## src/rtl/arb_pkg.sv

```systemverilog
// Shared definitions for the 4-requester arbiter: sizes, FSM encoding and
// small index/vector helpers used by the controller.
package arb_pkg;

  localparam int unsigned N_REQ = 4;
  localparam int unsigned IDX_W = 2;

  typedef enum logic [1:0] {
    IDLE  = 2'b00,
    GRANT = 2'b01,
    GAP   = 2'b10
  } arb_state_e;

  // Binary requester index to one-hot grant vector.
  function automatic logic [N_REQ-1:0] idx_to_onehot(input logic [IDX_W-1:0] idx);
    return 4'b0001 << idx;
  endfunction

  // Rotate a request vector right by sh positions so that bit p of the
  // result holds bit (p + sh) mod 4 of the input.
  function automatic logic [N_REQ-1:0] rotate_right(input logic [N_REQ-1:0] v,
                                                    input logic [IDX_W-1:0] sh);
    logic [2*N_REQ-1:0] dbl;
    dbl = {v, v} >> sh;
    return dbl[N_REQ-1:0];
  endfunction

endpackage

```

## src/rtl/prio_pick_4.sv

```systemverilog
// Combinational highest-index-wins picker over a 4-bit eligible vector.
module prio_pick_4
  import arb_pkg::*;
(
  input  logic [N_REQ-1:0] elig,
  output logic             valid,
  output logic [IDX_W-1:0] idx
);

  // Priority encode: bit 3 beats bit 2 beats bit 1 beats bit 0.
  always_comb begin
    valid = 1'b0;
    idx   = 2'd0;
    casez (elig)
      4'b1???: begin valid = 1'b1; idx = 2'd3; end
      4'b01??: begin valid = 1'b1; idx = 2'd2; end
      4'b001?: begin valid = 1'b1; idx = 2'd1; end
      4'b0001: begin valid = 1'b1; idx = 2'd0; end
      default: begin valid = 1'b0; idx = 2'd0; end
    endcase
  end

endmodule

```

## src/rtl/arb_ctrl_4.sv

```systemverilog
// Four-requester arbiter with fixed-priority or round-robin selection,
// bounded grant hold time, one-cycle turnaround gap and expiry fairness.
// All outputs come straight from flops; req never reaches gnt combinationally.
module arb_ctrl_4
  import arb_pkg::*;
#(
  parameter int unsigned RR_EN    = 0,
  parameter int unsigned MAX_HOLD = 8
) (
  input  logic             clk,
  input  logic             rst_n,
  input  logic [N_REQ-1:0] req,
  output logic [N_REQ-1:0] gnt,
  output logic [IDX_W-1:0] gnt_id,
  output logic             gnt_v,
  output logic             timeout
);

  localparam logic       RR_MODE   = (RR_EN != 32'd0);
  localparam logic [7:0] HOLD_LAST = 8'(MAX_HOLD - 32'd1);

  arb_state_e       state_r, state_s;
  logic [7:0]       hold_cnt_r, hold_cnt_s;
  logic [IDX_W-1:0] rr_ptr_r, rr_ptr_s;
  logic [N_REQ-1:0] excl_r, excl_s;

  logic [N_REQ-1:0] gnt_s;
  logic [IDX_W-1:0] gnt_id_s;
  logic             gnt_v_s;
  logic             timeout_s;

  logic [N_REQ-1:0] masked_s;
  logic [N_REQ-1:0] elig_s;
  logic [IDX_W-1:0] rot_ptr_s;
  logic [N_REQ-1:0] rot_elig_s;
  logic             pick_valid_s;
  logic [IDX_W-1:0] pick_idx_s;
  logic [IDX_W-1:0] win_idx_s;
  logic             owner_req_s;

  // A requester that just timed out steps aside only if someone else wants
  // the bus; as the sole requester it competes normally.
  assign masked_s = req & ~excl_r;
  assign elig_s   = (masked_s != 4'b0000) ? masked_s : req;

  // Round-robin: rotating right by the last winner puts (ptr-1) at the top
  // of the picker, giving search order ptr-1, ptr-2, ptr-3, ptr.
  assign rot_ptr_s  = RR_MODE ? rr_ptr_r : 2'd0;
  assign rot_elig_s = rotate_right(elig_s, rot_ptr_s);

  prio_pick_4 u_pick (
    .elig  (rot_elig_s),
    .valid (pick_valid_s),
    .idx   (pick_idx_s)
  );

  assign win_idx_s   = pick_idx_s + rot_ptr_s;
  assign owner_req_s = req[gnt_id];

  // Next-state and next-output logic for the IDLE/GRANT/GAP sequence.
  always_comb begin
    state_s    = state_r;
    hold_cnt_s = hold_cnt_r;
    rr_ptr_s   = rr_ptr_r;
    excl_s     = excl_r;
    gnt_s      = gnt;
    gnt_id_s   = gnt_id;
    gnt_v_s    = gnt_v;
    timeout_s  = 1'b0;

    case (state_r)
      IDLE: begin
        if (pick_valid_s) begin
          state_s    = GRANT;
          hold_cnt_s = 8'd0;
          gnt_s      = idx_to_onehot(win_idx_s);
          gnt_id_s   = win_idx_s;
          gnt_v_s    = 1'b1;
          excl_s     = 4'b0000;
          rr_ptr_s   = RR_MODE ? win_idx_s : rr_ptr_r;
        end else begin
          gnt_s    = 4'b0000;
          gnt_id_s = 2'd0;
          gnt_v_s  = 1'b0;
        end
      end

      GRANT: begin
        if (!owner_req_s) begin
          // Release wins over a coincident expiry: no pulse, no exclusion.
          state_s    = GAP;
          hold_cnt_s = 8'd0;
          gnt_s      = 4'b0000;
          gnt_id_s   = 2'd0;
          gnt_v_s    = 1'b0;
        end else if (hold_cnt_r == HOLD_LAST) begin
          state_s    = GAP;
          hold_cnt_s = 8'd0;
          gnt_s      = 4'b0000;
          gnt_id_s   = 2'd0;
          gnt_v_s    = 1'b0;
          timeout_s  = 1'b1;
          excl_s     = idx_to_onehot(gnt_id);
        end else begin
          hold_cnt_s = hold_cnt_r + 8'd1;
        end
      end

      GAP: begin
        state_s  = IDLE;
        gnt_s    = 4'b0000;
        gnt_id_s = 2'd0;
        gnt_v_s  = 1'b0;
      end

      default: begin
        state_s    = IDLE;
        hold_cnt_s = 8'd0;
        gnt_s      = 4'b0000;
        gnt_id_s   = 2'd0;
        gnt_v_s    = 1'b0;
      end
    endcase
  end

  // State, counters, fairness bookkeeping and registered outputs.
  always_ff @(posedge clk or negedge rst_n) begin
    if (!rst_n) begin
      state_r    <= IDLE;
      hold_cnt_r <= 8'd0;
      rr_ptr_r   <= 2'd0;
      excl_r     <= 4'b0000;
      gnt        <= 4'b0000;
      gnt_id     <= 2'd0;
      gnt_v      <= 1'b0;
      timeout    <= 1'b0;
    end else begin
      state_r    <= state_s;
      hold_cnt_r <= hold_cnt_s;
      rr_ptr_r   <= rr_ptr_s;
      excl_r     <= excl_s;
      gnt        <= gnt_s;
      gnt_id     <= gnt_id_s;
      gnt_v      <= gnt_v_s;
      timeout    <= timeout_s;
    end
  end

endmodule

```

## config.mk

```make
export PLATFORM = sky130hd
export DESIGN_NAME = arb_ctrl_4
export DESIGN_NICKNAME = d
export VERILOG_FILES = /design/src/rtl/arb_pkg.sv /design/src/rtl/prio_pick_4.sv /design/src/rtl/arb_ctrl_4.sv
export SDC_FILE = /design/constraint.sdc
export NUM_CORES = 1
export LEC_CHECK = 0
export ABC_CLOCK_PERIOD_IN_PS = 2250
export CORE_AREA = 2 2 56 63
export DETAILED_ROUTE_END_ITERATION = 8
export DIE_AREA = 0 0 58 65
export SYNTH_ARGS = -nofsm -noshare
export SYNTH_HDL_FRONTEND = slang
export SYNTH_SLANG_ARGS = --single-unit
```

## constraint.sdc

```tcl
create_clock -name clk -period 2.25 [get_ports clk]
set_input_delay 0.225 -clock clk [delete_from_list [all_inputs] [get_ports clk]]
set_output_delay 0.225 -clock clk [all_outputs]
set_load 0.01 [all_outputs]
```

==> results of run 1 <==
cell usage in the layout, fill, tap and decap left out, types with 2 or more instances in the layout:
cell type	synthesis	final
nor2b_1	4	4
a31oi_1	2	2
clkbuf_4	0	3
or2_2	2	2
nand3_1	2	2
and2b_1	2	2
clkdlybuf4s50_1	0	13
a21oi_1	2	2
nor2_1	2	2
o21ai_0	17	17
o31ai_1	3	3
mux2i_1	2	2
nand2_1	15	15
nor4_1	3	3
a32o_1	3	3
nand2b_1	8	8
o32ai_1	5	5
buf_4	0	6
a22oi_1	2	2
dfrtp_1	22	22
inv_1	5	5
kinds of logic after synthesis:
group,count (synthesis)
AND/OR/NAND/NOR,50
AO/OA/AOI/OAI,43
flip-flops,22
buffers and inverters,7
multiplexers,2
adder cells (fa/ha/maj),1
routing by layer:
metal	wire length, um	part of all wire (%)	track usage (%)	up-vias
li1	-	-	-	502
met1	1320	49	22.9	503
met2	1300	48	26.8	17
met3	66	2.4	1.80	2
met4	22	0.81	6.98	0
met5	0	0	0	-
through the flow:
stage          area (sq um)  std cells  power, uW  hold WS (ps)  setup slack (ps)
3_3_place_gp           1430        178       1040           459               213
6_report               1450        181       1200           262               426
3_5_place_dp           1430        178       1050           470               145
4_1_cts                1450        181       1220           276               413
2_1_floorplan          1210        125        839         -70.6               603
5_1_grt                1450        181       1300           275               214
final cells by class:
class | instances | area (sq um) | share of cell area (%)
Multi-Input combinational cell | 96 | 636 | 43.9
Inverter | 5 | 18.8 | 1.30
Sequential cell | 22 | 551 | 38.0
Timing Repair Buffer | 19 | 175 | 12.1
Clock buffer | 3 | 22.5 | 1.56
Tap cell | 36 | 45.0 | 3.11
power groups by stage:
| stage | registers, uW | clock network [uW] | logic, uW |
|---|---|---|---|
| floorplan | 535 | 0 | 304 |
| global placement | 534 | 0 | 507 |
| detailed placement | 535 | 0 | 510 |
| CTS | 527 | 182 | 511 |
| global route | 536 | 205 | 555 |
| finish | 525 | 172 | 502 |
how the worst min path moves through the flow:
| stage | startpoint | endpoint | slack [ps] | depth (start not counted) |
|---|---|---|---|---|
| 2_1_floorplan | rst_n | excl_r[0]$_DFFE_PN0P_ | -70 | 0 |
| 3_3_place_gp | gnt_v$_DFFE_PN0P_ | gnt_v$_DFFE_PN0P_ | 460 | 1 |
| 5_1_grt | rst_n | excl_r[1]$_DFFE_PN0P_ | 270 | 2 |
| 6_report | rst_n | timeout$_DFF_PN0_ | 260 | 2 |
| 3_5_place_dp | gnt_v$_DFFE_PN0P_ | gnt_v$_DFFE_PN0P_ | 470 | 1 |
| 4_1_cts | rst_n | timeout$_DFF_PN0_ | 280 | 2 |
registers in the layout (all words and copies together), names as in the netlist:
signal and count:
gnt_id 2, excl_r 4, timeout 1, gnt_v 1, state_r 2, hold_cnt_r 8, gnt 4
worst max-delay path: cells and delay by family (launching register included):
family	cells	cell delay (ps)
AND/OR/NAND/NOR	1	250
AO/OA/AOI/OAI	4	990
flip-flops	1	440
==> metrics, run 1 <==
vias per cell 5.66; DR iter-0 viols 27; skew final 4.94 ps; VDD IR max 0.389 mV; Final Hold Vio Count 0; reg-to-reg critical path startpoint excl_r[1]$_DFFE_PN0P_; PwrDens 829 mW/mm^2; Fillers 323; area leader, netlist dfrtp_1; critical path cell sequence and2b_1 -> o21ai_1 -> a22oi_1 -> a21oi_1 -> o32ai_1; clock buffer count from CTS 3; routed vias 1,024; actual slew at the worst max-slew pin 568 ps; Pint 761 uW; fin crit share 81.1%; crit-path max cell delay 480 ps; Synth Cell Area 0.00121 sq mm; vias in the first global route 1,061; largest net degree at the start of global routing 23; Synth Area in Compound Gates 25.0%; synth cell count leaders dfrtp_1, o21ai_0, nand2_1; Synth Net Count 132; RSZ-0062 raised after global routing false; Post-Synthesis Cells 125; Post-CTS Setup Bufs 0; Seq pwr share 43.8%; register area share after synthesis 45.4%; die area 0.00377 sq mm; post-synthesis mux area share 1.65%; Nets 154; Crit Path Category flip-flop to flip-flop; final core occ 45.3%; largest cells by area after synthesis dfrtp_1, o21ai_0, nand2_1, nand2b_1, o32ai_1; final setup TNS 0 ps; CTS tree done; number of synthesized flops with an enable pin 0; Fmax 0.548 GHz; total net switching power 439 uW; H-tree depth 1; width of the die 58 um; HP Class primary input to async pin; Ant. Diodes 0; Reg2Reg Capture Point hold_cnt_r[0]$_DFFE_PN0P_; CP Launch Type flip-flop; final wirelength 2710 um; Setup-failing EPs final 0; CP Capture Point hold_cnt_r[0]$_DFFE_PN0P_; core area 0.00319 sq mm; # resized after CTS 0; Main synth FF type dfrtp_1; fraction of layout instances using a drive strength above 1 11.7%; Chip Height 65 um; antenna violations before repair 0; Post-Synth Simple-Gate Area 24.8%; Root Driver clkbuf_4; Final Wtd Congestion 0.930; CP max-delay cell a21oi_1; FF-to-FF setup slack 430 ps; first-pass GRT wire length 4970 um; Ys Warns 0; ys async rst share 100%; Yosys cell types 41; Synth Area in XOR/XNOR 0%; Max Cap Viol 0; switching part of the total 36.5%; worst-skew pair later-pin latency 290 ps; syn avg cell area 9.70 sq um; Adder-Cell Fraction of Synth Area 1.03%; CTS Buffer Depth 2; GRT Resource Usage Total 16.8%; Final min period 1820 ps; initial core utilization 38.0%; Critical Path Sink Type flip-flop; clock-pin slew on the worst setup and hold paths 120 ps; Comb power frac 41.9%; Hold-fix buffers, CTS 0; total congestion overflow 0; Leak 0.000588 uW; Reg2Reg Depth 5; final-report max-slew violation count 0; row cnt 22; Clock Power Share 14.4%; outcome complete, no violations; clock sink total 22; IO buf count 13; most frequent cell after synthesis dfrtp_1; main combinational cell family by area after synthesis compound AO/OA/AOI/OAI gates; # IOs 14; Final ANT Viol Nets 0; critical path launch point excl_r[1]$_DFFE_PN0P_; Crit path required time 2410 ps; worst-path maximum fanout 8; Final HPWL DP 1980 um; slew margin rel. 62.1%; register bit total from synthesis 22; Avg WL per Cell 15.0 um; top-area cell type share of the netlist area 45.4%; number of remaining DRC errors 0; CP arrival 1980 ps; router iterations before antenna repair 4; synthesis-to-layout area growth 19.4%
Note: power is estimated with default switching activity, not from simulation.
==> run 2: changes to the inputs <==
--- a/config.mk
+++ b/config.mk
@@ -5,7 +5,7 @@
 export SDC_FILE = /design/constraint.sdc
 export NUM_CORES = 1
 export LEC_CHECK = 0
-export ABC_CLOCK_PERIOD_IN_PS = 2250
+export ABC_CLOCK_PERIOD_IN_PS = 1500
 export CORE_AREA = 2 2 56 63
 export DETAILED_ROUTE_END_ITERATION = 8
 export DIE_AREA = 0 0 58 65
==> constraint.sdc (replaced) <==
create_clock -name clk -period 1.5 [get_ports clk]
set_input_delay 0.15 -clock clk [delete_from_list [all_inputs] [get_ports clk]]
set_output_delay 0.15 -clock clk [all_outputs]
set_load 0.01 [all_outputs]
==> metrics, run 2 (synthesis gave the netlist of run 1 again) <==
outcome finished, violations left; failing checks negative setup slack; RSZ-0062 raised after global routing true; CP Launch Type flip-flop; Hold-fix buffers, CTS 0; number of remaining DRC errors 0; clock sink total 22; VDD IR max 0.741 mV; largest net degree at the start of global routing 23; Crit Path Category flip-flop to flip-flop; Crit path required time 1730 ps; placed inst area 0.00167 sq mm; router iterations before antenna repair 4; crit-path max cell delay 540 ps; total net switching power 877 uW; Pint 1490 uW; first-pass GRT wire length 5540 um; Final min period 1680 ps; Clock Power Share 14.8%; GRT Resource Usage Total 19.3%; switching part of the total 37.0%; Nets 190; biggest regs hold_cnt_r x8, excl_r x4, gnt x4; antenna violations before repair 0; die area 0.00377 sq mm; Seq pwr share 32.0%; PwrDens 1250 mW/mm^2; commonest non-fill, non-tap cell in the layout buf_4; Buf+Inv Stages, Crit Path 1; Fmax 0.594 GHz; Final Wtd Congestion 0.938; vias per cell 5.33; CTS Buffer Depth 2; commonest non-fill, non-tap cells in the layout buf_4, dfrtp_1, nand2_1; # IOs 14; Ant. Diodes 0; Setup-failing EPs final 22; width of the die 58 um; worst-skew pair later-pin latency 320 ps; final-report max-slew violation count 0; initial core utilization 38.0%; Final HPWL DP 2330 um; row cnt 22; Worst path top cell family by delay simple AND/OR/NAND/NOR gates; vias in the first global route 1,212; Comb power frac 53.2%; IO buf count 13; Max Cap Viol 0; Final Hold Vio Count 0; final instance area 0.00189 sq mm; HP Class primary input to async pin; final setup TNS -2700 ps; synthesis-to-layout area growth 55.7%; core area 0.00319 sq mm; Chip Height 65 um; Root Driver clkbuf_4; Leak 0.000804 uW; Avg WL per Cell 15.2 um; Largest register FFs 8; fraction of layout instances using a drive strength above 1 39.6%; total congestion overflow 0; CP arrival 1910 ps; routed vias 1,163; clock buffer count from CTS 3; skew final 5.99 ps; slew margin rel. 74.8%; final wirelength 3310 um; critical path cell sequence or4_4 -> nor3_4 -> buf_12 -> nand2_8 -> o32ai_2; Biggest register hold_cnt_r; fin crit share 112%; H-tree depth 1; clock-pin slew on the worst setup and hold paths 140 ps; Worst Slack Setup Final -184 ps; Final ANT Viol Nets 0; worst-path maximum fanout 9; actual slew at the worst max-slew pin 368 ps; Critical Path Sink Type flip-flop; CTS tree done; DR iter-0 viols 45; CP max-delay cell or4_4
[run 2: cell count changes in the layout (fill, tap and decap cells not counted), sizes merged]
cell / delta
buf: +35
clkbuf: +1
clkdlybuf4s50: -2
dlygate4sd2: +1
dlymetal6s2s: +1
nor2: +1
[run 2: power by group through the flow]
stage                     Sequential (uW)  Combinational [uW]  Clock, uW
after floorplan                       804                 486          0
final                                 758                1260        351
after CTS                             758                1210        352
after global placement                772                1060          0
after detailed placement              777                1070          0
after global routing                  769                1360        378
[run 2: path summary, 6_finish.rpt]
check                                          start                        end  slack [ps]  depth (start not counted)
setup reg to reg           hold_cnt_r[5]$_DFFE_PN0P_      excl_r[3]$_DFFE_PN0P_        -180                          5
hold reg to reg                    gnt_v$_DFFE_PN0P_          gnt_v$_DFFE_PN0P_         500                          1
max in group asynchronous                      rst_n  hold_cnt_r[0]$_DFFE_PN0P_        1100                          2
min in group clk                   gnt_v$_DFFE_PN0P_          gnt_v$_DFFE_PN0P_         500                          1
setup / recovery           hold_cnt_r[5]$_DFFE_PN0P_      excl_r[3]$_DFFE_PN0P_        -180                          5
hold / removal                                 rst_n  hold_cnt_r[4]$_DFFE_PN0P_         160                          2
[run 2: worst reg2reg max path, cell delays in order, from the launching register on]
cell and delay (ps):
dfrtp_1 400, or4_4 540, nor3_4 170, buf_12 160, nand2_8 90, o32ai_2 220
[run 2: metal layers]
layer | routed length [um] | up-vias | share of wire, % | global-route usage (%)
met5 | 0 | - | 0 | 0
met1 | 1540 | 555 | 46 | 24.5
met3 | 83 | 6 | 2.5 | 2.00
li1 | - | 581 | - | -
met2 | 1640 | 21 | 49 | 33.0
met4 | 55 | 0 | 1.7 | 7.85
[run 2: stage by stage]
stage	util (%)	setup slack, ps	instances	power [uW]	hold WS, ps
after floorplan	-	-142	125	1290	-146
after global placement	52.4	-413	207	1830	466
after detailed placement	52.4	-496	207	1840	469
after CTS	56.5	-173	215	2320	170
after global routing	59.1	-246	218	2510	180
final	59.1	-184	218	2370	164
[run 2: final cells by class]
class / instances / area [sq um]
clock buffer: 4 / 36.3
fill: 267 / 1310
inverter: 5 / 18.8
multi-input combinational: 97 / 774
sequential: 22 / 551
tap: 36 / 45.0
timing repair buffer: 54 / 463
[run 2: what timing repair did]
action                     in CTS  in global routing
resized for setup              14                 15
buffers inserted                3                  4
pin swaps                       9                  5
setup endpoints to repair      23                 23
cloned                          1                  0
